==> src/rtl/pipe_ctrl.sv <==
// -----------------------------------------------------------------------------
// pipe_ctrl -- central sequencing controller for the 5-stage MIPS pipeline.
//
// Drives the load enables and bubble-insert (flush) controls of the PC and the
// IF_ID / ID_EX / EX_ME / ME_WB stage registers, and selects the EX-stage
// operand forwarding sources. It resolves:
//   * load-use hazards      -> one-cycle freeze of PC/IF_ID plus an ID_EX bubble
//   * taken branches/jumps  -> squash of the IF_ID and ID_EX contents
//   * data-memory waits     -> whole-pipeline freeze until mem_ack
//   * memory timeouts       -> sticky err and a frozen pipeline until reset
// It also counts the cycles in which the PC was held (stall_cnt).
//
// Parameters
//   TIMEOUT  consecutive MEM_WAIT cycles tolerated before ERR (1..255)
//   PERF_W   width of the stall_cnt performance counter
//
// Ports
//   clk, rst                      clock (rising edge), async active-low reset
//   id_rs/id_rt, id_uses_rs/rt    sources of the instruction in ID
//   ex_rs/ex_rt, ex_rd            sources / destination of the EX instruction
//   ex_mem2reg, ex_regwr          EX instruction is a load / writes a register
//   me_regwr/me_rd, wb_regwr/wb_rd  writers in ME and WB (forwarding sources)
//   branch_taken                  EX resolved a taken branch/jump
//   mem_req, mem_ack              data-memory handshake of the ME instruction
//   pc_en..mewb_en                stage-register load enables
//   ifid_flush..mewb_flush        synchronous bubble insert into the register
//   fwd_a, fwd_b                  00 regfile, 10 ME result, 01 WB result
//   err                           sticky memory-timeout error
//   stall_cnt                     cycles with pc_en=0 in RUN/MEM_WAIT
// -----------------------------------------------------------------------------
module pipe_ctrl #(
  parameter int unsigned TIMEOUT = 16,
  parameter int unsigned PERF_W  = 32
) (
  input  logic              clk,
  input  logic              rst,
  input  logic [4:0]        id_rs,
  input  logic [4:0]        id_rt,
  input  logic              id_uses_rs,
  input  logic              id_uses_rt,
  input  logic [4:0]        ex_rs,
  input  logic [4:0]        ex_rt,
  input  logic              ex_mem2reg,
  input  logic              ex_regwr,
  input  logic [4:0]        ex_rd,
  input  logic              me_regwr,
  input  logic [4:0]        me_rd,
  input  logic              wb_regwr,
  input  logic [4:0]        wb_rd,
  input  logic              branch_taken,
  input  logic              mem_req,
  input  logic              mem_ack,
  output logic              pc_en,
  output logic              ifid_en,
  output logic              idex_en,
  output logic              exme_en,
  output logic              mewb_en,
  output logic              ifid_flush,
  output logic              idex_flush,
  output logic              exme_flush,
  output logic              mewb_flush,
  output logic [1:0]        fwd_a,
  output logic [1:0]        fwd_b,
  output logic              err,
  output logic [PERF_W-1:0] stall_cnt
);

  typedef enum logic [1:0] {
    ST_RUN      = 2'd0,
    ST_MEM_WAIT = 2'd1,
    ST_ERR      = 2'd2
  } state_e;

  // Forwarding select encoding, as seen by the EX operand muxes.
  localparam logic [1:0] FWD_RF = 2'b00;
  localparam logic [1:0] FWD_ME = 2'b10;
  localparam logic [1:0] FWD_WB = 2'b01;

  // Enable vector order {pc, ifid, idex, exme, mewb};
  // flush vector order {ifid, idex, exme, mewb}.
  localparam logic [4:0] EN_ALL   = 5'b11111;
  localparam logic [4:0] EN_NONE  = 5'b00000;
  localparam logic [4:0] EN_LU    = 5'b00111;
  localparam logic [3:0] FL_NONE  = 4'b0000;
  localparam logic [3:0] FL_ALL   = 4'b1111;
  localparam logic [3:0] FL_BR    = 4'b1100;
  localparam logic [3:0] FL_LU    = 4'b0100;

  localparam logic [7:0] TIMEOUT_W = TIMEOUT[7:0];
  localparam logic [PERF_W-1:0] STALL_ONE = {{(PERF_W-1){1'b0}}, 1'b1};

  state_e              state_q, state_d;
  logic [7:0]          wait_q, wait_d;
  logic                err_q, err_d;
  logic [PERF_W-1:0]   stall_cnt_q, stall_cnt_d;

  logic                memstall;
  logic                loaduse;
  logic [4:0]          run_en;
  logic [3:0]          run_flush;
  logic [4:0]          en_c;
  logic [3:0]          flush_c;

  // ---------------------------------------------------------------------------
  // Hazard detection
  // ---------------------------------------------------------------------------
  assign memstall = mem_req & ~mem_ack;

  // $0 is hard-wired, so a load "to" $0 never creates a dependency.
  assign loaduse = ex_mem2reg & ex_regwr & (ex_rd != 5'd0) &
                   ((id_uses_rs & (id_rs == ex_rd)) |
                    (id_uses_rt & (id_rt == ex_rd)));

  // Controls for a cycle in which memory is not holding the pipeline.
  // A taken branch wins over load-use: the dependent ID instruction is being
  // squashed anyway, so freezing it would only waste a cycle.
  always_comb begin
    // NOTE: every signal written here gets a default first, so no path can
    // leave it unassigned and infer a latch.
    run_en    = EN_ALL;
    run_flush = FL_NONE;
    if (branch_taken) begin
      run_flush = FL_BR;
    end else if (loaduse) begin
      run_en    = EN_LU;
      run_flush = FL_LU;
    end
  end

  // ---------------------------------------------------------------------------
  // Next-state and stage controls
  // ---------------------------------------------------------------------------
  always_comb begin
    state_d = state_q;
    wait_d  = wait_q;
    err_d   = err_q;
    en_c    = EN_NONE;
    flush_c = FL_NONE;

    unique case (state_q)
      ST_RUN: begin
        if (memstall) begin
          state_d = ST_MEM_WAIT;
          wait_d  = 8'd1;
        end else begin
          en_c    = run_en;
          flush_c = run_flush;
        end
      end

      ST_MEM_WAIT: begin
        // Only mem_ack releases the wait; a withdrawn mem_req is not an abort.
        if (mem_ack) begin
          en_c    = run_en;
          flush_c = run_flush;
          state_d = ST_RUN;
          wait_d  = 8'd0;
        end else if (wait_q == TIMEOUT_W) begin
          state_d = ST_ERR;
          err_d   = 1'b1;
        end else begin
          wait_d = wait_q + 8'd1;
        end
      end

      ST_ERR: begin
        // Frozen until reset; err stays set.
        err_d = 1'b1;
      end

      default: begin
        state_d = ST_ERR;
        err_d   = 1'b1;
      end
    endcase

    // Reset is asynchronous, so the combinational outputs must also show the
    // reset pattern immediately rather than after the next edge.
    if (!rst) begin
      en_c    = EN_NONE;
      flush_c = FL_ALL;
    end
  end

  // Count held-PC cycles outside ERR; wraps modulo 2^PERF_W.
  always_comb begin
    stall_cnt_d = stall_cnt_q;
    if ((state_q != ST_ERR) && !en_c[4]) begin
      stall_cnt_d = stall_cnt_q + STALL_ONE;
    end
  end

  // ---------------------------------------------------------------------------
  // Forwarding: the younger producer (ME) wins over the older one (WB)
  // ---------------------------------------------------------------------------
  always_comb begin
    fwd_a = FWD_RF;
    fwd_b = FWD_RF;
    if (rst) begin
      if (me_regwr && (me_rd != 5'd0) && (me_rd == ex_rs)) begin
        fwd_a = FWD_ME;
      end else if (wb_regwr && (wb_rd != 5'd0) && (wb_rd == ex_rs)) begin
        fwd_a = FWD_WB;
      end

      if (me_regwr && (me_rd != 5'd0) && (me_rd == ex_rt)) begin
        fwd_b = FWD_ME;
      end else if (wb_regwr && (wb_rd != 5'd0) && (wb_rd == ex_rt)) begin
        fwd_b = FWD_WB;
      end
    end
  end

  // ---------------------------------------------------------------------------
  // State registers
  // ---------------------------------------------------------------------------
  always_ff @(posedge clk or negedge rst) begin
    // NOTE: non-blocking assignments so every flop samples the pre-edge
    // value of the others, independent of statement order.
    if (!rst) begin
      state_q     <= ST_RUN;
      wait_q      <= 8'd0;
      err_q       <= 1'b0;
      stall_cnt_q <= '0;
    end else begin
      state_q     <= state_d;
      wait_q      <= wait_d;
      err_q       <= err_d;
      stall_cnt_q <= stall_cnt_d;
    end
  end

  // ---------------------------------------------------------------------------
  // Outputs
  // ---------------------------------------------------------------------------
  assign {pc_en, ifid_en, idex_en, exme_en, mewb_en}      = en_c;
  assign {ifid_flush, idex_flush, exme_flush, mewb_flush} = flush_c;
  assign err       = err_q;
  assign stall_cnt = stall_cnt_q;

endmodule
==> config.mk <==
export PLATFORM = sky130hd
export DESIGN_NAME = pipe_ctrl
export DESIGN_NICKNAME = d
export VERILOG_FILES = /design/src/rtl/pipe_ctrl.sv
export SDC_FILE = /design/constraint.sdc
export NUM_CORES = 1
export LEC_CHECK = 0
export CORE_MARGIN = 1
export CORE_UTILIZATION = 41
export DETAILED_ROUTE_END_ITERATION = 10
export PLACE_DENSITY_LB_ADDON = 0.05
export SLEW_MARGIN = 10
export SYNTH_ARGS = -nofsm -noshare
export SYNTH_HDL_FRONTEND = slang
export SYNTH_SLANG_ARGS = --single-unit
==> constraint.sdc <==
create_clock -name clk -period 1.8 [get_ports clk]
set_input_delay 0.36 -clock clk [delete_from_list [all_inputs] [get_ports clk]]
set_output_delay 0.36 -clock clk [all_outputs]
set_load 0.03 [all_outputs]
-- Word-level counts from Yosys, hierarchy flattened
Index checks and enable logic that the tools add are counted.
- register bits: 43
- bits of input ports: 46
- word-level logic and storage cells: 76
- add/subtract/negate cells: 2
- equality and inequality tests: 15
- muxes and demuxes: 29
- bitwise operators: 10
- reduce and logical (&&, ||, !) cells: 16
- operators by type and width (kind ; count):
    $add 32x1->32 const B ; 1
    $eq 5x5->1 ; 6
    $mux 5 ; 5
    $mux 8 ; 3
    $mux 4 ; 4
    $pmux 8 s2 ; 1
    $reduce_bool 5->1 ; 3
    $mux 2 ; 7
    $pmux 5 s2 ; 1
    $reduce_and 3->1 ; 3
    $add 8x1->8 const B ; 1
    $eq 8x5->1 const B ; 1
    $ne 2x2->1 const B ; 4
    $pmux 4 s2 ; 1
    $logic_and 1x1->1 ; 7
    $and 1x1->1 ; 6
    $ne 3x3->1 const B ; 2
    $pmux 2 s3 ; 1
    $mux 1 ; 4
    $mux 3 ; 1
    $not 1->1 ; 3
    $eq 2x1->1 const B ; 1
    $eq 2x2->1 const B ; 1
    $logic_not 2->1 ; 1
    4 further kinds ; 4

-- Logic depth before layout (Yosys ltp)
Gate-level depths: netlist of run 1.
- depth in word-level cells: 11
- depth in mapped cells: 7
- depth with buffers taken out: 7

-- Worst setup path before layout of run 1
Ideal clock, no wire load.
- path type: register to register
- start: register state_q[0]
- end: register stall_cnt_q[1], in the netlist stall_cnt[1]
- library setup time: 128 ps
- data arrival time: 2389 ps
- data required time: 1672 ps
- slack: -716 ps
- stages on the path, launching flop included: 7
- path buffers: 1
- period minus slack after synthesis: 2516 ps
- cell sequence: dfrtp_1 > o21ba_2 > nor3_1 > nor2_1 > a31oi_4 > buf_4 > mux2_1
- longest elaborated chain between the ends: 5
- elaborated cells between the ends (all ways): 7
- those cells by class: eq/ne: 2; mux: 2; reduce/logical: 3
- RTL lines (item ; RTL line ; source):
    start: declaration ; 92 ; state_e state_q, state_d;
    start signal: assignment ; 226 ; state_q <= state_d;
    $eq 2x1->1 / $logic_not 2->1 (equally long branches) ; 140 ; unique case (state_q)
    $pmux 5 s2 ; 140 ;
    $mux 5 ; 179 ; if (!rst) begin
    $logic_not 1->1 ; 188 ; if ((state_q != ST_ERR) && !en_c[4]) begin
    $logic_and 1x1->1 (*) ; 188 ;
    end signal: assignment ; 229 ; stall_cnt_q <= stall_cnt_d;
    end: declaration ; 95 ; logic [PERF_W-1:0] stall_cnt_q, stall_cnt_d;
Every way passes the cells marked *; elsewhere a longest branch is shown, timed or not.
A chain may end at the register's enable or synchronous reset.

-- Worst setup path after layout of run 1
- start: register wait_q[1]
- end: register wait_q[0]
- longest elaborated chain between the ends: 3
- RTL lines (item ; RTL line ; source):
    start: declaration ; 93 ; logic [7:0] wait_q, wait_d;
    start signal: assignment ; 227 ; wait_q <= wait_d;
    $eq 8x5->1 ; 158 ; end else if (wait_q == TIMEOUT_W) begin
    $ne 3x3->1 (no source line) ; -- ;
    $reduce_and 3->1 (no source line) ; -- ;
Every way passes these cells.

==> results of run 1 <==
## report_power, final
| part | switching (mW) | internal, mW |
|---|---|---|
| clock | 0.384 | 0.414 |
| combinational | 0.984 | 0.739 |
| sequential | 0.185 | 1.10 |
| total | 1.55 | 2.25 |
## cell families after synthesis
logic type	synth area share, %
buf+inv	3.86
mux	0.419
xor+xnor	20.5
flops	40.0
compound gates	7.26
simple gates	26.6
fa+ha+maj	1.40
## layout by cell type (no fill, tap or decap), types with 3 or more instances in the layout
cell type / n
clkdlybuf4s15_1: 3
dlygate4sd2_1: 38
dlymetal6s2s_1: 5
buf_2: 7
nor4b_4: 6
inv_1: 7
nand4_1: 9
nor3_4: 8
nand3_1: 14
buf_6: 26
clkbuf_8: 5
and3_1: 3
nor2_2: 3
xnor2_2: 5
nand2_1: 21
buf_12: 5
clkdlybuf4s50_1: 11
dfrtp_2: 9
buf_4: 76
nor3b_4: 3
o21ai_1: 6
a21oi_1: 3
nor4_4: 17
clkbuf_2: 4
dfrtp_1: 34
xnor2_1: 14
nor2_1: 6
xor2_1: 42
or4_4: 4
## sequential cells by signal (all words and copies together) (netlist names)
register / count
err: 1
wait_q: 8
stall_cnt: 32
state_q: 2
## cells in the mapped netlist, types with 2 or more instances
cell / n / area (µm²)
or4_1: 4 / 30.0
a21oi_1: 4 / 20.0
and2_1: 3 / 18.8
buf_6: 2 / 22.5
clkbuf_1: 2 / 7.51
nor3_1: 8 / 40.0
buf_4: 5 / 37.5
nor2_1: 11 / 41.3
inv_1: 7 / 26.3
xor2_1: 44 / 385
ha_1: 3 / 37.5
o21ai_0: 11 / 55.1
or2_2: 2 / 12.5
xnor2_1: 19 / 166
nor4_1: 16 / 100
nor3b_1: 3 / 22.5
nand4_1: 9 / 56.3
nor4b_1: 3 / 26.3
nand2_1: 22 / 82.6
dfrtp_1: 43 / 1080
and3_1: 4 / 25.0
buf_2: 2 / 10.0
nor4b_2: 3 / 45.0
nand3_1: 16 / 80.1
## worst min-delay path by stage
stage / start / to / slack (ns) / cells past startpoint
after floorplan: rst / err / 0.06 / 0
after global placement: err / err / 0.46 / 1
after detailed placement: err / err / 0.46 / 1
after CTS: rst / state_q[1] / 0.18 / 3
after global routing: rst / state_q[0] / 0.20 / 3
final: rst / state_q[0] / 0.19 / 3
## through the flow
step	worst slack, ns	utilization, %
6_report	-0.284	80.3
5_1_grt	-0.366	80.3
4_1_cts	-0.384	75.2
3_5_place_dp	-0.751	68.0
3_3_place_gp	-0.674	68.0
2_1_floorplan	-0.116	-
## worst max-delay path: stages, from the launching register on
cell and delay (ns):
dfrtp_1 0.39, inv_1 0.07, ha_2 0.16, or4b_4 0.47, nor4b_4 0.35, buf_4 0.20, nor4b_2 0.04, a21oi_1 0.15
o221ai_1 0.13
## timing repair
item,in CTS,in global routing
pin swaps,58,52
cloned,1,0
resized for setup,166,70
hold endpoints to repair,0,0
setup endpoints to repair,75,57
setup buffers,13,13
## per-layer routing
metal  GRT usage (%)  share of wire, %  wire [µm]
met1            29.4                40       3610
met2            46.3                55       5050
met3            4.27               3.1        280
met4            10.2               2.0        183
met5               0                 0          0
## layout make-up
class                   count  area, µm²
clock buffers               5       68.8
clock inverters             3       43.8
fillers                   388       1250
inverters                   7       26.3
multi-input cells         210       2150
flip-flops and latches     43       1090
well taps                  77       96.3
repair buffers            179       1620
==> results.md, run 1 <==
- The run finished, with violations left.
- The final reports fail on setup timing.
- The time the worst path needs with I/O delays and setup is approximately 2.1 ns.
- The placed wire-length estimate is roughly 6.0 mm.
- The Yosys warning count is 0.
- After the first detailed-routing iteration, the DRC count stood at 155.
- The post-layout net count is approximately 500.
- Of all flip-flops after synthesis, the portion carrying an async set or reset was 100%.
- Of all nets on the critical path, the largest fanout is 4.
- The die extent in x is 83 µm.
- The number of ports placed on the die boundary is 92.
- In this run the remaining antenna-violating nets after routing total 0.
- Dividing total power by cell area gives a power density of 747 mW/mm².
- The number of global-route vias before repair is approximately 2900.
- At the end of routability-driven placement, the weighted congestion stood at 0.833.
- After detailed routing, the number of remaining DRC violations is 0.
- The aggregate global-route resource usage is 25.4%.
- CTS built an H-tree with a depth of 2.
- The initialized floorplan defines 29 standard-cell rows.
- The synthesized netlist occupies a cell area of about 0.0027 mm².
- STA puts the critical path data arrival time at 2.27 ns.
- The actual transition at the worst max-transition pin is between 0.4 and 0.5 ns.
- The count of state elements after synthesis is between 40 and 50.
- The number of nets in the synthesized netlist is 320.
- In this run the tool buffered the top-level ports with between 90 and 100 buffer cells.
- Cells with a size suffix above 1 make up 49.0% of the layout.
- The worst setup path is of the flip-flop to flip-flop kind.
- The most used flip-flop cell after synthesis is dfrtp_1.
- The die covers between 0.006 and 0.007 mm².
- The overall via count from detail_route is roughly 2700.
- Of the synthesized area, sequential elements account for about 40%.
- The most critical setup path has its endpoint at wait_q[0].
- The design area is 0.00510 mm².
- After detailed routing, the average wire length per cell comes to ~17 µm.
- Using the TritonRoute via totals, the vias-per-cell ratio works out to between 5 and 6.
- The highest clock frequency the design can meet is approximately 0.48 GHz.
- Each instance of the synthesized netlist takes up on average around 9.9 µm².
- The repair_antennas step left the layout with diodes totalling 0.
- The clock tree from TritonCTS is done.
- The origin of the critical flop-to-flop path is wait_q[1].
- The number of antenna violations at the first check in global routing was 0.
- The first global-routing pass estimated 14.0 mm of wire.
- The final wirelength is approximately 9.1 mm.
- The overall power consumption is ~3.8 mW.
- The timing startpoint of the critical path is wait_q[1].
- The worst path uses 116% of the clock period.
- The number of max-cap violations is 0.
- The clock sink count is 43.
- The total negative slack is -4.35 ns.
- The tightest hold path in the finished design has a slack of between 0.15 and 0.2 ns.
- Hold repair after CTS inserted 0 buffers.
- Once layout is complete, the cells apart from fillers number about 520.
- The reg-to-reg endpoint is wait_q[0].
- The number of hold-slack violations in the final timing report is 0.
- The worst ir drop on vdd is 0.744 mV.
- The class of the worst hold path is input port to asynchronous set/reset pin.
- Across the routed clock network, the largest skew measured is approximately 0.015 ns.
- The total count of max-transition violations in the final report is 0.
- For this configuration, the core starts out at a cell density of 42.4%.
- In this run the cell area measured after placement is 0.00432 mm².
- The path depth of the worst reg2reg path is 8.
- The floorplan die height is about 83 µm.
- The critical path data required time is slightly below 2 ns.
- The count of cell types in the netlist is between 40 and 50.
- The total instance count after detailed placement is 490.
- Synthesis handed over a netlist of 271 instances.
- The worst pin sits at a relative slew slack of about two thirds.
- The worst path setup slack after routing is -0.284 ns.
- The clock insertion delay at the later pin of the skew report is around 0.31 ns.
- The longest clock path from root to sink contains 2 buffers.
- The post-synthesis to final-layout area growth is 89.6%.
- Entering global routing, the biggest net connects 27 pins.
- The number of clock buffers added by TritonCTS is 5.
- In this run the register-to-register setup slack is -0.28 ns.
- The core outline area is approximately 0.0063 mm².
- Setup violations remaining at the end of the flow were counted as 37.
- Setup repair after global routing could not meet its margin everywhere.
- The worst setup path is launched from a flip-flop.
- The global route total overflow is 0.
- The worst setup path is captured at a flip-flop.
- The cell at the root of the clock tree is clkbuf_8.
- The number of detailed-route iterations in the first pass is 4.
- The CTS clock-pin slew for the worst setup and hold paths is 0.10 ns.
- The number of enable flip-flop cells after synthesis is 0.
- In this run the static leakage power is around 2.3 nW.
(Power assumes the default switching activity.)
==> run 2: changes to the inputs <==
--- a/config.mk
+++ b/config.mk
@@ -5,6 +5,7 @@
 export SDC_FILE = /design/constraint.sdc
 export NUM_CORES = 1
 export LEC_CHECK = 0
+export ABC_AREA = 0
 export CORE_MARGIN = 1
 export CORE_UTILIZATION = 41
 export DETAILED_ROUTE_END_ITERATION = 10
==> results of run 2 <==
Final layout, timing and power as in run 1 (identical DEF).
==> run 3: changes to the inputs <==
--- a/config.mk
+++ b/config.mk
@@ -6,6 +6,7 @@
 export NUM_CORES = 1
 export LEC_CHECK = 0
 export ABC_AREA = 0
+export CORE_ASPECT_RATIO = 0.9
 export CORE_MARGIN = 1
 export CORE_UTILIZATION = 41
 export DETAILED_ROUTE_END_ITERATION = 10
@@ -14,3 +15,4 @@
 export SYNTH_ARGS = -nofsm -noshare
 export SYNTH_HDL_FRONTEND = slang
 export SYNTH_SLANG_ARGS = --single-unit
+export TNS_END_PERCENT = 20
==> run 3 against run 2 <==
Compared with the run above:
- the flow still finishes with violations (setup timing)
- via count shrank 4.5%
- global-route usage down 2.7 points
- final cell count down 2.9%
- critical path type is now input port to output port
==> results.md, run 3 (synthesized netlist as in run 1, its figures left out) <==
- The TritonCTS buffer count is 5.
- The sort of element at the start of the critical path is an input port.
- Setup violations remaining at the end of the flow were counted as 48.
- Counting I/O delays and the setup requirement, the final critical path takes between 2 and 2.5 ns.
- In this run the worst path has a maximum fanout of 3.
- The total count of max-transition violations in the final report was 0.
- The actual transition at the worst max-transition pin is between 0.4 and 0.5 ns.
- The critical path start-end classification is input port to output port.
- The final layout contains routed wiring with a total length of slightly below 8 mm.
- The post-layout net count is 470.
- Static timing analysis puts the maximum clock frequency at between 0.4 and 0.5 GHz.
- The tightest slew margin relative to the limit is about 70%.
- The largest individual stage delay along the critical path comes from the cell or4_4.
- The path depth of the worst reg2reg path is 7.
- The number of H-tree branching levels is 2.
- In the layout the commonest cells are buf_4 (59), xor2_1 (44), dfrtp_1 (43).
- The share of total power dissipated in the clock network is between 10% and 20%.
- The repair_antennas step left the layout with diodes totalling 0.
- The internal power of the cells totals roughly 2.0 mW.
- Measured along the x axis, the die boundary spans 87.4 µm.
- The die footprint is ~0.0069 mm².
- IR analysis of the VDD net gives a maximum drop of 0.640 mV.
- The initialized floorplan defines 27 standard-cell rows.
- The signal on the critical path passes through buf_4, xor2_1, or4_4, nor4_4, buf_6.
- The run finished, with violations left.
- The aggregate global-route resource usage is a little under a quarter.
- In this run the count of I/O pins placed on the die edge is 92.
- The clock arrives with approximately 0.014 ns of skew.
- The worst path arrival time is 1.67 ns.
- The worst path setup slack after routing is -0.232 ns.
- The share of the clock period used by the worst path after layout is 113%.
- The library cell used most frequently in the layout, excluding fill and tap cells, is buf_4.
- The static leakage is roughly 2.1 nW.
- The overall via count from detail_route is about 2600.
- The worst register-to-register path ends at wait_q[3].
- Prior to clock tree synthesis, the placed netlist has a worst setup slack of -0.863 ns.
- The switching power as a share of total power is between 30% and 40%.
- The clock sink count is 43.
- The placed wire-length estimate is 5.41 mm.
- Grouping stages by cell kind, the critical path spends the most delay in simple AND/OR/NAND/NOR gates.
- The core outline area is ~0.0062 mm².
- The worst register-to-register path begins at wait_q[0].
- The floorplan step set the die height to between 70 and 80 µm.
- The number of global-route vias before repair was 2532.
- The power spent charging and discharging nets is between 1 and 1.5 mW.
- TritonCTS built the clock tree.
- The final worst hold slack is ~0.019 ns.
- The clock insertion delay at the later pin of the skew report is approximately 0.30 ns.
- The number of buffer and inverter stages on the critical path is 2.
- The area growth from synthesis to layout is 68.9%.
- The count of unresolved DRC violations after routing is 0.
- The largest single stage delay on the critical path is roughly 0.56 ns.
- The share of total power dissipated in sequential elements is between 30% and 40%.
- The number of hold-slack violations in the final timing report is 0.
- The first global-routing pass estimated 12.2 mm of wire.
- The starting density of the core is between 40% and 50%.
- The number of antenna violations at the first check in global routing is 0.
- The pre-antenna-repair detailed-routing pass consisted of 4 iterations.
- The largest net degree at the start of global routing is 26.
- The global route total overflow is 0.
- The checks that failed: setup timing.
- Input and output buffers added on the ports amount to 91.
- The number of cells in the finished layout apart from fillers is a little over 500.
- The layout has about 490 filler cells.
- At the end of routability-driven placement, the weighted congestion stood at between 0.8 and 0.9.
- Combinational cells account for 46.2% of the total power.
- The endpoint class of the critical path is an output port.
- In this run the worst hold path is classified as input port to asynchronous set/reset pin.
- After the first detailed-routing iteration, the DRC count stood at around 70.
- At the worst endpoint, the required time is about 1.4 ns.
- The reg-to-reg setup timing slack is -0.16 ns.
- In this run, placement finished with an instance count of 490.
- For this design the ratio of total power to cell area is ~750 mW/mm².
- The number of flip-flops in the largest register is 32.
- Dividing the detail-routed via count by the number of cells gives between 5 and 6.
- The number of max-cap violations is 0.
- After clock tree synthesis, the clock-pin slew on the worst setup and hold paths is about 0.07 ns.
- The fraction of layout instances using a drive strength above 1 is approximately 37%.
- The count of nets left with antenna violations once routing finished came out at 0.
- The cell at the root of the clock tree is clkbuf_8.
- Setup repair after global routing could not meet its margin everywhere.
- The buffer depth of the longest clock path is 2.
- The detail-routed net length per standard cell is between 15 and 20 µm.
==> run 3: changes by cell type in the layout (fill, tap and decap cells not counted), moves of 6 or more <==
cell,change
buf_4,-17
buf_6,-10
dfrtp_1,+9
dfrtp_2,-9
dlymetal6s2s_1,+6
nor3_4,-6
==> run 3: metrics by stage <==
stage / power, mW / cell area [µm²] / util, % / TNS (ns)
6_report: 3.39 / 4540 / 73.1 / -3.55
5_1_grt: 3.56 / 4540 / 73.1 / -7.77
4_1_cts: 3.31 / 4320 / 69.4 / -6.97
3_5_place_dp: 2.71 / 4090 / 65.7 / -27.53
3_3_place_gp: 2.68 / 4090 / 65.7 / -27.07
2_1_floorplan: 1.98 / 2780 / - / -1.52
==> run 3: repair_timing <==
| action | CTS | global route |
|---|---|---|
| buffers inserted | 4 | 6 |
| cloned | 2 | 0 |
| pin swaps | 38 | 31 |
| resized for setup | 123 | 71 |
| setup endpoints to repair | 69 | 62 |
| hold buffers | 0 | 0 |
==> run 3: worst max-delay path by stage <==
| stage | startpoint | to | slack (ns) | cells after the start |
|---|---|---|---|---|
| 2_1_floorplan | wait_q[0] | wait_q[3] | -0.12 | 7 |
| 5_1_grt | wb_rd[4] | fwd_a[0] | -0.27 | 6 |
| 3_5_place_dp | ex_rd[0] | idex_flush | -0.86 | 6 |
| 3_3_place_gp | ex_rd[0] | idex_flush | -0.85 | 6 |
| 6_report | wb_rd[3] | fwd_b[0] | -0.23 | 5 |
| 4_1_cts | me_rd[4] | fwd_a[0] | -0.35 | 7 |
==> run 3: metal layers <==
metal	vias to the layer above	global-route usage, %	part of all wire (%)
li1	1273	-	-
met1	1237	31.4	47
met2	84	37.0	46
met3	11	4.26	5.8
met4	0	4.92	1.3
met5	-	0	0
==> run 3: area by class of cell <==
cell class	count	area, µm²	area share [%]
clock buffers	6	72.6	1.60
clock inverters	2	12.5	0.275
inverters	7	26.3	0.578
multi-input cells	210	1870	41.1
flip-flops and latches	43	1080	23.7
well taps	87	109	2.40
repair buffers	154	1380	30.3
==> run 3: worst reg2reg max path, cell delays in order (launching register included) <==
cell and delay, ns:
dfrtp_1 0.38, inv_1 0.05, ha_1 0.14, or4b_4 0.47, nor4b_4 0.29, a311o_2 0.32, o21ai_0 0.12, o41ai_1 0.07
==> run 3: power by group through the flow <==
| stage | Sequential, mW | Combinational [mW] | Clock, mW |
|---|---|---|---|
| 2_1_floorplan | 1.51 | 0.472 | 0 |
| 3_3_place_gp | 1.24 | 1.44 | 0 |
| 3_5_place_dp | 1.25 | 1.46 | 0 |
| 4_1_cts | 1.23 | 1.47 | 0.614 |
| 5_1_grt | 1.25 | 1.67 | 0.652 |
| 6_report | 1.23 | 1.57 | 0.596 |
